--- src/rtl/reg_wb_ctrl_pkg.sv ---
// Shared constants and types for the integer register-file write-back controller.
package reg_wb_ctrl_pkg;
  localparam int unsigned XLEN = 64;
  localparam int unsigned NREG = 32;
  localparam int unsigned AW   = 5;

  localparam logic [AW-1:0] X0_ADDR = '0;

  typedef enum logic {
    SRC_LSU = 1'b0,
    SRC_ALU = 1'b1
  } src_e;
endpackage

--- src/rtl/reg_wb_ctrl_if.sv ---
// Producer handshakes, scoreboard query ports and register-file write port of reg_wb_ctrl.
interface reg_wb_ctrl_if;
  import reg_wb_ctrl_pkg::*;

  logic            alu_valid;
  logic            alu_ready;
  logic [AW-1:0]   alu_rd_addr;
  logic [XLEN-1:0] alu_data;
  logic            lsu_valid;
  logic            lsu_ready;
  logic [AW-1:0]   lsu_rd_addr;
  logic [XLEN-1:0] lsu_data;
  logic            iss_valid;
  logic [AW-1:0]   iss_rd_addr;
  logic [AW-1:0]   rs1_addr;
  logic [AW-1:0]   rs2_addr;
  logic            rs1_busy;
  logic            rs2_busy;
  logic            rd_busy;
  logic            rf_write_en;
  logic [AW-1:0]   rf_rd_addr;
  logic [XLEN-1:0] rf_rd;
  logic [63:0]     wb_count;

  modport slave (
    input  alu_valid, alu_rd_addr, alu_data,
    input  lsu_valid, lsu_rd_addr, lsu_data,
    input  iss_valid, iss_rd_addr, rs1_addr, rs2_addr,
    output alu_ready, lsu_ready,
    output rs1_busy, rs2_busy, rd_busy,
    output rf_write_en, rf_rd_addr, rf_rd, wb_count
  );

  modport master (
    output alu_valid, alu_rd_addr, alu_data,
    output lsu_valid, lsu_rd_addr, lsu_data,
    output iss_valid, iss_rd_addr, rs1_addr, rs2_addr,
    input  alu_ready, lsu_ready,
    input  rs1_busy, rs2_busy, rd_busy,
    input  rf_write_en, rf_rd_addr, rf_rd, wb_count
  );
endinterface

--- src/rtl/reg_wb_ctrl_wb_scoreboard.sv ---
// Busy scoreboard: one pending-write bit per architectural register, x0 never busy.
module wb_scoreboard
  import reg_wb_ctrl_pkg::*;
(
  input  logic          clk,
  input  logic          rst_n,
  input  logic          i_set_en,
  input  logic [AW-1:0] i_set_addr,
  input  logic          i_clr_en,
  input  logic [AW-1:0] i_clr_addr,
  input  logic [AW-1:0] i_rs1_addr,
  input  logic [AW-1:0] i_rs2_addr,
  input  logic [AW-1:0] i_rd_addr,
  output logic          o_rs1_busy,
  output logic          o_rs2_busy,
  output logic          o_rd_busy
);
  logic [NREG-1:0] r_busy;
  logic [NREG-1:0] w_busy_nxt;

  // Set is applied after clear so a same-edge reissue keeps the register busy.
  always_comb begin
    w_busy_nxt = r_busy;
    if (i_clr_en) w_busy_nxt[i_clr_addr] = 1'b0;
    if (i_set_en) w_busy_nxt[i_set_addr] = 1'b1;
    w_busy_nxt[X0_ADDR] = 1'b0;
  end

  always_ff @(posedge clk or negedge rst_n) begin
    if (!rst_n) r_busy <= '0;
    else        r_busy <= w_busy_nxt;
  end

  assign o_rs1_busy = r_busy[i_rs1_addr];
  assign o_rs2_busy = r_busy[i_rs2_addr];
  assign o_rd_busy  = r_busy[i_rd_addr];
endmodule

--- src/rtl/reg_wb_ctrl.sv ---
// Round-robin ALU/LSU write-back arbiter with a registered register-file write port.
module reg_wb_ctrl
  import reg_wb_ctrl_pkg::*;
(
  input logic          clk,
  input logic          rst_n,
  reg_wb_ctrl_if.slave bus
);
  src_e            r_pref;
  src_e            w_pref_nxt;
  logic            w_contend;
  logic            w_alu_ready;
  logic            w_lsu_ready;
  logic            w_alu_xfer;
  logic            w_lsu_xfer;
  logic [AW-1:0]   w_sel_addr;
  logic [XLEN-1:0] w_sel_data;
  logic            r_we;
  logic [AW-1:0]   r_addr;
  logic [XLEN-1:0] r_data;
  logic [63:0]     r_cnt;
  logic            w_rs1_busy;
  logic            w_rs2_busy;
  logic            w_rd_busy;

  assign w_contend   = bus.alu_valid && bus.lsu_valid;
  assign w_alu_ready = !w_contend || (r_pref == SRC_ALU);
  assign w_lsu_ready = !w_contend || (r_pref == SRC_LSU);
  assign w_alu_xfer  = bus.alu_valid && w_alu_ready;
  assign w_lsu_xfer  = bus.lsu_valid && w_lsu_ready;

  // Pointer only moves on a contended grant, handing priority to the loser.
  always_comb begin
    w_pref_nxt = r_pref;
    w_sel_addr = bus.lsu_rd_addr;
    w_sel_data = bus.lsu_data;
    if (w_contend) begin
      case (r_pref)
        SRC_LSU: w_pref_nxt = SRC_ALU;
        default: w_pref_nxt = SRC_LSU;
      endcase
    end
    if (w_alu_xfer) begin
      w_sel_addr = bus.alu_rd_addr;
      w_sel_data = bus.alu_data;
    end
  end

  always_ff @(posedge clk or negedge rst_n) begin
    if (!rst_n) r_pref <= SRC_LSU;
    else        r_pref <= w_pref_nxt;
  end

  always_ff @(posedge clk or negedge rst_n) begin
    if (!rst_n) begin
      r_we   <= 1'b0;
      r_addr <= '0;
      r_data <= '0;
      r_cnt  <= '0;
    end else begin
      if (w_alu_xfer || w_lsu_xfer) begin
        r_addr <= w_sel_addr;
        r_data <= w_sel_data;
        r_we   <= (w_sel_addr != X0_ADDR);
      end else begin
        r_we   <= 1'b0;
      end
      if (r_we) r_cnt <= r_cnt + 64'd1;
    end
  end

  wb_scoreboard u_sb (
    .clk        (clk),
    .rst_n      (rst_n),
    .i_set_en   (bus.iss_valid && (bus.iss_rd_addr != X0_ADDR)),
    .i_set_addr (bus.iss_rd_addr),
    .i_clr_en   (r_we),
    .i_clr_addr (r_addr),
    .i_rs1_addr (bus.rs1_addr),
    .i_rs2_addr (bus.rs2_addr),
    .i_rd_addr  (bus.iss_rd_addr),
    .o_rs1_busy (w_rs1_busy),
    .o_rs2_busy (w_rs2_busy),
    .o_rd_busy  (w_rd_busy)
  );

  assign bus.alu_ready   = w_alu_ready;
  assign bus.lsu_ready   = w_lsu_ready;
  assign bus.rs1_busy    = w_rs1_busy;
  assign bus.rs2_busy    = w_rs2_busy;
  assign bus.rd_busy     = w_rd_busy;
  assign bus.rf_write_en = r_we;
  assign bus.rf_rd_addr  = r_addr;
  assign bus.rf_rd       = r_data;
  assign bus.wb_count    = r_cnt;
endmodule

--- src/flat_wrapper.sv ---
// flat-port wrapper written by rule: the top's interface ports become plain ports
module reg_wb_ctrl_flat import reg_wb_ctrl_pkg::*;
  (clk, rst_n, bus_alu_valid, bus_alu_rd_addr, bus_alu_data, bus_lsu_valid, bus_lsu_rd_addr, bus_lsu_data, bus_iss_valid, bus_iss_rd_addr, bus_rs1_addr, bus_rs2_addr, bus_alu_ready, bus_lsu_ready, bus_rs1_busy, bus_rs2_busy, bus_rd_busy, bus_rf_write_en, bus_rf_rd_addr, bus_rf_rd, bus_wb_count);
  reg_wb_ctrl_if bus_i ();
  input logic clk;
  input logic rst_n;
  input wire logic [$bits(bus_i.alu_valid)-1:0] bus_alu_valid;
  input wire logic [$bits(bus_i.alu_rd_addr)-1:0] bus_alu_rd_addr;
  input wire logic [$bits(bus_i.alu_data)-1:0] bus_alu_data;
  input wire logic [$bits(bus_i.lsu_valid)-1:0] bus_lsu_valid;
  input wire logic [$bits(bus_i.lsu_rd_addr)-1:0] bus_lsu_rd_addr;
  input wire logic [$bits(bus_i.lsu_data)-1:0] bus_lsu_data;
  input wire logic [$bits(bus_i.iss_valid)-1:0] bus_iss_valid;
  input wire logic [$bits(bus_i.iss_rd_addr)-1:0] bus_iss_rd_addr;
  input wire logic [$bits(bus_i.rs1_addr)-1:0] bus_rs1_addr;
  input wire logic [$bits(bus_i.rs2_addr)-1:0] bus_rs2_addr;
  output wire logic [$bits(bus_i.alu_ready)-1:0] bus_alu_ready;
  output wire logic [$bits(bus_i.lsu_ready)-1:0] bus_lsu_ready;
  output wire logic [$bits(bus_i.rs1_busy)-1:0] bus_rs1_busy;
  output wire logic [$bits(bus_i.rs2_busy)-1:0] bus_rs2_busy;
  output wire logic [$bits(bus_i.rd_busy)-1:0] bus_rd_busy;
  output wire logic [$bits(bus_i.rf_write_en)-1:0] bus_rf_write_en;
  output wire logic [$bits(bus_i.rf_rd_addr)-1:0] bus_rf_rd_addr;
  output wire logic [$bits(bus_i.rf_rd)-1:0] bus_rf_rd;
  output wire logic [$bits(bus_i.wb_count)-1:0] bus_wb_count;
  assign bus_i.alu_valid = bus_alu_valid;
  assign bus_i.alu_rd_addr = bus_alu_rd_addr;
  assign bus_i.alu_data = bus_alu_data;
  assign bus_i.lsu_valid = bus_lsu_valid;
  assign bus_i.lsu_rd_addr = bus_lsu_rd_addr;
  assign bus_i.lsu_data = bus_lsu_data;
  assign bus_i.iss_valid = bus_iss_valid;
  assign bus_i.iss_rd_addr = bus_iss_rd_addr;
  assign bus_i.rs1_addr = bus_rs1_addr;
  assign bus_i.rs2_addr = bus_rs2_addr;
  assign bus_alu_ready = bus_i.alu_ready;
  assign bus_lsu_ready = bus_i.lsu_ready;
  assign bus_rs1_busy = bus_i.rs1_busy;
  assign bus_rs2_busy = bus_i.rs2_busy;
  assign bus_rd_busy = bus_i.rd_busy;
  assign bus_rf_write_en = bus_i.rf_write_en;
  assign bus_rf_rd_addr = bus_i.rf_rd_addr;
  assign bus_rf_rd = bus_i.rf_rd;
  assign bus_wb_count = bus_i.wb_count;
  reg_wb_ctrl u_core (.clk(clk), .rst_n(rst_n), .bus(bus_i));
endmodule
--- config.mk ---
export PLATFORM = sky130hd
export DESIGN_NAME = reg_wb_ctrl_flat
export DESIGN_NICKNAME = d
export VERILOG_FILES = /design/src/rtl/reg_wb_ctrl_pkg.sv /design/src/rtl/reg_wb_ctrl_if.sv /design/src/rtl/reg_wb_ctrl_wb_scoreboard.sv /design/src/rtl/reg_wb_ctrl.sv /design/src/flat_wrapper.sv
export SDC_FILE = /design/constraint.sdc
export NUM_CORES = 1
export LEC_CHECK = 0
export CAP_MARGIN = 20
export CELL_PAD_IN_SITES_DETAIL_PLACEMENT = 1
export CELL_PAD_IN_SITES_GLOBAL_PLACEMENT = 1
export CORE_ASPECT_RATIO = 0.6
export CORE_MARGIN = 4
export CORE_UTILIZATION = 36
export DETAILED_ROUTE_END_ITERATION = 6
export HOLD_SLACK_MARGIN = 0.03
export PLACE_DENSITY = 0.94
export SLEW_MARGIN = 15
export SYNTH_ARGS = -nofsm -noshare
export SYNTH_HDL_FRONTEND = slang
export SYNTH_SLANG_ARGS = --single-unit
--- constraint.sdc ---
create_clock -name clk -period 7.1 [get_ports clk]
set_input_delay 1.42 -clock clk [delete_from_list [all_inputs] [get_ports clk]]
set_output_delay 1.42 -clock clk [all_outputs]
set_load 0.05 [all_outputs]
# After elaboration in Yosys (flattened, before gate mapping)
# Cells that the tools add are included.
[totals]
reg_bits = 166
out_inout_bits = 139
wordCells = 45
[op_classes]
add_sub_neg = 1
magnitude_cmp = 6
mux = 16
bitwise = 4
reduce_logical = 12
[ops]
columns = ["op", "n"]
rows = [
  ["$add 64x1->64 const B", 1],
  ["$mux 32", 2],
  ["$mux 64", 1],
  ["$and 32x32->32", 1],
  ["$not 32->32", 1],
  ["$or 32x32->32", 1],
  ["$lt 5x6->1 const B", 4],
  ["$bmux 1 s5", 3],
  ["$demux 1 s5", 2],
  ["$ge 5x1->1 const B", 2],
  ["$reduce_bool 5->1", 2],
  ["$mux 1", 7],
  ["$logic_and 1x1->1", 6],
  ["$mux 5", 1],
  ["$logic_or 1x1->1", 3],
  ["$logic_not 1->1", 1],
  ["$not 1->1", 1],
]

# Depth between registers and ports, before layout
[logic_depth]
ltp_word = 9
ltp_mapped = 7

# Cells and area by module
# A second synthesis with hierarchy kept.
[hier_totals]
cells_unflattened = 828
hier_area_um2 = 8539.4
[modules_own_cells]
columns = ["mod", "instances", "cells_per_inst", "area_each_um2"]
rows = [
  ["reg_wb_ctrl", 1, 599, 6364.9],
  ["wb_scoreboard", 1, 229, 2174.6],
]

# Least setup slack after synthesis
# No wires, ideal clock.
[synth_path]
path_kind = "input port to output port"
start = "input bus_rs2_addr[1]"
end = "output bus_rs2_busy"
arrival_ns = 3.786
required_ns = 5.680
slack_ns = 1.894
cell_stages = 4
path_buffers = 1
path_cell_list = "buf_2 -> mux4_2 -> mux2i_1 -> o311ai_0"
[synth_between]
elab_chain_cells = 2
[synth_rtl]
columns = ["element", "line_no", "source"]
rows = [
  ["from (decl)", "flat_wrapper.sv:16", "input wire logic [$bits(bus_i.rs2_addr)-1:0] bus_rs2_addr;"],
  ["$bmux 1 s5", "reg_wb_ctrl_wb_scoreboard.sv:35", "assign o_rs2_busy = r_busy[i_rs2_addr];"],
  ["$mux 1 (implied by the code)", "reg_wb_ctrl_wb_scoreboard.sv:35", ""],
  ["to (decl)", "flat_wrapper.sv:20", "output wire logic [$bits(bus_i.rs2_busy)-1:0] bus_rs2_busy;"],
]
# Every way passes these cells. The select of a mux whose other input is x is not followed.

# Worst setup path in the final report
[layout_path]
start = "input bus_iss_rd_addr[0]"
end = "output bus_rd_busy"
[layout_between]
elab_chain_cells = 2
[layout_rtl]
columns = ["element", "line_no", "source"]
rows = [
  ["from (decl)", "flat_wrapper.sv:14", "input wire logic [$bits(bus_i.iss_rd_addr)-1:0] bus_iss_rd_addr;"],
  ["$bmux 1 s5", "reg_wb_ctrl_wb_scoreboard.sv:36", "assign o_rd_busy = r_busy[i_rd_addr];"],
  ["$mux 1 (implied by the code)", "reg_wb_ctrl_wb_scoreboard.sv:36", ""],
  ["to (decl)", "flat_wrapper.sv:21", "output wire logic [$bits(bus_i.rd_busy)-1:0] bus_rd_busy;"],
]
# Every way passes these cells. The select of a mux whose other input is x is not followed.

==> flow_summary.html <==
<table>
<tr><th>Metric</th><th>Value</th></tr>
<tr><th colspan="2">Run status</th></tr>
<tr><td>Result of the run</td><td>completed</td></tr>
<tr><th colspan="2">CTS</th></tr>
<tr><td>Number of hold buffers added after CTS</td><td>0</td></tr>
<tr><td>Clock slew at reported path FFs</td><td>0.07 ns</td></tr>
<tr><td>Clock network latency to the later pin of the worst-skew pair</td><td>0.42 ns</td></tr>
<tr><td>Max H-tree Level</td><td>4</td></tr>
<tr><td>Number of sinks driven by the clock tree</td><td>166</td></tr>
<tr><td>Post-CTS Repair Setup Buffers</td><td>0</td></tr>
<tr><td>CTS tree</td><td>yes</td></tr>
<tr><td>Buffer cell driving the clock tree root</td><td>clkbuf_16</td></tr>
<tr><td>TritonCTS buffer count</td><td>17</td></tr>
<tr><td>Buffers from clock root to sink, at most</td><td>2</td></tr>
<tr><td>Post-cts sizing count</td><td>0</td></tr>
<tr><th colspan="2">Worst setup path</th></tr>
<tr><td>Worst R2R Start</td><td>u_core.bus.rf_write_en$_DFF_PN0_</td></tr>
<tr><td>Max stage delay on crit path</td><td>0.86 ns</td></tr>
<tr><td>Type of element launching the critical path</td><td>input port</td></tr>
<tr><td>Launching element of the worst setup path</td><td>bus_iss_rd_addr[0]</td></tr>
<tr><td>Sort of element at the end of the critical path</td><td>output pin</td></tr>
<tr><td>CP most frequent cell</td><td>clkdlybuf4s50_1</td></tr>
<tr><td>Slowest cell on crit path</td><td>clkdlybuf4s50_1</td></tr>
<tr><td>R2R depth</td><td>5</td></tr>
<tr><td>Register-to-register path setup slack</td><td>roughly 4.9 ns</td></tr>
<tr><td>Cell-by-cell listing of the critical path</td><td>clkdlybuf4s50_1 &gt; mux4_2 &gt; nor2b_1 &gt; nor4_1 &gt; nand3_1 &gt; clkdlybuf4s50_1</td></tr>
<tr><td>Arrival @ worst endpoint</td><td>4.32 ns</td></tr>
<tr><td>R2r endpoint</td><td>u_core.bus.wb_count[47]$_DFFE_PN0P_</td></tr>
<tr><td>Maximum fanout encountered on the critical timing path</td><td>13</td></tr>
<tr><td>Category of the most critical setup path</td><td>in2out</td></tr>
<tr><td>Worst EP required</td><td>5.68 ns</td></tr>
<tr><th colspan="2">Timing</th></tr>
<tr><td>Final Hold Fails</td><td>0</td></tr>
<tr><td>Clock Skew</td><td>0.00843 ns</td></tr>
<tr><td>Peak clock frequency supported by timing</td><td>between 150 and 200 MHz</td></tr>
<tr><td>Share of the cycle needed by the critical path after routing</td><td>80.9%</td></tr>
<tr><td>Fin. max-slew vios</td><td>0</td></tr>
<tr><td>Worst Setup Slack, final</td><td>between 1 and 1.5 ns</td></tr>
<tr><td>Min cycle time layout</td><td>between 5 and 6 ns</td></tr>
<tr><td>Setup Viol. Count Final</td><td>0</td></tr>
<tr><td>Post-Route Setup TNS</td><td>0 ns</td></tr>
<tr><td>Measured slew at the worst slew-check pin</td><td>1.00 ns</td></tr>
<tr><td>Unrepaired setup endpoints after global routing</td><td>false</td></tr>
<tr><td>Slew Limit Headroom</td><td>33.1%</td></tr>
<tr><td>Hold Slack</td><td>0.487 ns</td></tr>
<tr><th colspan="2">Die</th></tr>
<tr><td>Number of primary I/O pins</td><td>297</td></tr>
<tr><td>Placement Rows</td><td>42</td></tr>
<tr><td>Die height</td><td>124 um</td></tr>
<tr><td>Die outline width</td><td>approximately 200 um</td></tr>
<tr><td>Starting utilization of the core area</td><td>36.7%</td></tr>
<tr><td>Die area</td><td>between 20000 and 30000 um2</td></tr>
<tr><td>Core Box Area</td><td>22100 um2</td></tr>
<tr><th colspan="2">Synthesis</th></tr>
<tr><td>Number of instances in the synthesized netlist</td><td>799</td></tr>
<tr><td>Synth Net Count</td><td>958</td></tr>
<tr><td>Post-synth EDFFs</td><td>0</td></tr>
<tr><td>Total of flip-flops plus latches after synthesis</td><td>166</td></tr>
<tr><td>Syn Std Cell Area</td><td>slightly above 8000 um2</td></tr>
<tr><td>Most common library cells after synthesis</td><td>nand2_1, dfrtp_1, o21ai_0</td></tr>
<tr><td>Count of yosys warnings during synthesis</td><td>0</td></tr>
<tr><td>Fraction of registers with async set or reset after synthesis</td><td>100%</td></tr>
<tr><td>Top cell type by total area after synthesis</td><td>dfrtp_1</td></tr>
<tr><td>Most frequent cell after synthesis</td><td>nand2_1</td></tr>
<tr><td>Top_reg_cell synth</td><td>dfrtp_1</td></tr>
<tr><td>Synthesized area divided by synthesized cell count</td><td>10.2 um2</td></tr>
<tr><td>Register area share after synthesis</td><td>about half</td></tr>
<tr><td>Biggest area contributors in the synthesized netlist</td><td>dfrtp_1, nand2_1, a22oi_1, mux4_2, o21ai_0</td></tr>
<tr><td>Portion of synthesized cell area occupied by the leading cell type</td><td>51.2%</td></tr>
<tr><td>Number of distinct library cells after synthesis</td><td>46</td></tr>
<tr><th colspan="2">Power and ir drop</th></tr>
<tr><td>Maximum VDD drop</td><td>155 uV</td></tr>
<tr><td>Internal power component</td><td>approximately 2.1 mW</td></tr>
<tr><td>Relative contribution of combinational cells to total power</td><td>a little under a third</td></tr>
<tr><td>Seq pwr share</td><td>40.2%</td></tr>
<tr><td>Switching power</td><td>1.18 mW</td></tr>
<tr><td>Sw Share</td><td>36.4%</td></tr>
<tr><td>Part of the power in the clock network</td><td>29.7%</td></tr>
<tr><td>Leakage power total</td><td>5.07 nW</td></tr>
<tr><td>Pwr/cell area</td><td>between 200 and 300 nW/um2</td></tr>
<tr><th colspan="2">Min path</th></tr>
<tr><td>Hold Crit Class</td><td>reg2reg</td></tr>
<tr><td>End point of the worst hold path</td><td>u_core.bus.wb_count[63]$_DFFE_PN0P_</td></tr>
<tr><td>Hold path start</td><td>u_core.bus.wb_count[63]$_DFFE_PN0P_</td></tr>
<tr><td>Number of instances on the worst hold path</td><td>1</td></tr>
<tr><th colspan="2">Layout</th></tr>
<tr><td>Total inserted antenna cells</td><td>0</td></tr>
<tr><td>Total number of nets in the final design</td><td>1240</td></tr>
<tr><td>Signed area change from the synthesized netlist to the final layout</td><td>47.5%</td></tr>
<tr><td>Fill cell instance count of the final layout</td><td>2398</td></tr>
<tr><td>Fraction of layout cells with a size suffix above 1</td><td>approximately 7.1%</td></tr>
<tr><th colspan="2">Placed design</th></tr>
<tr><td>DP Wirelength</td><td>23.5 mm</td></tr>
<tr><td>IO buf count</td><td>296</td></tr>
<tr><td>GPL Wtd Cong</td><td>0.927</td></tr>
<tr><td>Pre-CTS setup slack</td><td>1.36 ns</td></tr>
<tr><th colspan="2">GRT</th></tr>
<tr><td>Pin count of the biggest net entering global routing</td><td>104</td></tr>
<tr><td>Total overflow reported by the global router</td><td>0</td></tr>
<tr><td>Number of global-route vias before repair</td><td>around 8200</td></tr>
<tr><td>Global-route usage over all layers</td><td>about 25%</td></tr>
<tr><td>Antenna violations before repair</td><td>1</td></tr>
<tr><td>Global-route wire length before repair</td><td>about 49 mm</td></tr>
<tr><th colspan="2">Detailed routing</th></tr>
<tr><td>Starting DRT DRC Count</td><td>473</td></tr>
<tr><td>Routed wirelength normalized by instance count</td><td>22.6 um</td></tr>
<tr><td>Number of design rule violations left after detail routing</td><td>0</td></tr>
<tr><td>Routed via count</td><td>7639</td></tr>
<tr><td>DRT antenna net count</td><td>0</td></tr>
<tr><td>Wire length after detailed routing</td><td>31.7 mm</td></tr>
<tr><td>First drt pass iteration count</td><td>5</td></tr>
<tr><td>Mean number of vias per cell</td><td>between 5 and 6</td></tr>
<tr><th colspan="2">Job</th></tr>
<tr><td>Maximum capacitance violations</td><td>0</td></tr>
</table>
[layout make-up]
cell class	count	area, um2	share of cell area [%]
clock buffer	21	450	3.76
clock inverter	11	149	1.24
inverter	3	11.3	0.0941
multi-input combinational	592	3820	31.9
sequential	166	4150	34.7
tap	308	385	3.22
timing repair buffer	301	3000	25.1
[how the worst max path moves through the flow]
stage / endpoint / slack, ns / cells after the start
floorplan: bus_rs2_busy / 1.89 / 4
detailed placement: bus_rd_busy / 1.36 / 6
global placement: bus_rd_busy / 1.48 / 6
global route: bus_rd_busy / 1.18 / 6
finish: bus_rd_busy / 1.36 / 6
CTS: bus_rd_busy / 1.36 / 6
[registers in the layout, indices dropped and copies added (netlist names)]
signal                  cells
u_core.bus.wb_count        64
u_core.bus.rf_write_en      1
u_core.u_sb.r_busy         31
u_core.bus.rf_rd           64
u_core.r_pref               1
u_core.bus.rf_rd_addr       5
[per-layer routing]
metal / share of wire, % / track usage, %
met5: 0.041 / 0
met4: 2.3 / 6.75
met1: 41 / 31.5
met2: 49 / 41.2
met3: 8.3 / 8.25
[power by group through the flow]
stage	clock network [mW]	registers, mW	logic, mW
after floorplan	0	1.47	0.350
after global placement	0	1.30	0.947
after detailed placement	0	1.31	0.980
after CTS	0.987	1.30	0.985
after global routing	1.03	1.32	1.04
final	0.965	1.31	0.979
[through the flow]
stage	power (mW)	std cells	utilization (%)	area (um2)
after floorplan	1.82	799	-	8120
after global placement	2.25	1370	51.4	11400
after detailed placement	2.29	1370	51.4	11400
after CTS	3.27	1402	54.1	12000
after global routing	3.40	1402	54.1	12000
final	3.25	1402	54.1	12000
[worst max-delay path: cells and delay by family]
| family | cells | cell delay [ns] |
|---|---|---|
| buffers and inverters | 2 | 1.60 |
| muxes | 1 | 0.57 |
| and+or+nand+nor | 3 | 0.73 |
[cells by family (layout without fill, tap and decap cells)]
kind of cell / count (synthesis) / count (layout) / synth area share, %
adder cells (fa/ha/maj): 1 / 1 / 0.154
buffers and inverters: 41 / 336 / 2.11
AND/OR/NAND/NOR: 339 / 339 / 20.8
multiplexers: 38 / 38 / 7.29
XOR/XNOR: 63 / 63 / 6.80
AO/OA/AOI/OAI: 151 / 151 / 11.7
flip-flops: 166 / 166 / 51.2
[layout by cell type, fill, tap and decap left out, types with 3 or more instances in the layout]
cell,instances
clkinvlp_4,3
or3_1,4
nand3b_1,11
clkbuf_1,3
xnor2_1,30
nand3_1,23
a21oi_1,3
mux2_2,9
and3_1,9
inv_1,3
and2_1,4
clkbuf_16,17
nor2b_1,9
mux2i_1,13
bufinv_16,3
mux4_2,16
nand2_1,175
dfrtp_1,166
nor3_1,9
nand4_1,22
nor2_1,34
a22oi_1,64
nand4_2,3
nand2b_1,3
and4_1,11
o22ai_1,3
a31oi_1,4
o21ai_0,70
or3b_2,4
buf_4,5
xor2_1,33
nor4_1,5
clkdlybuf4s50_1,295
No activity file was read; power rests on OpenSTA's default activity.
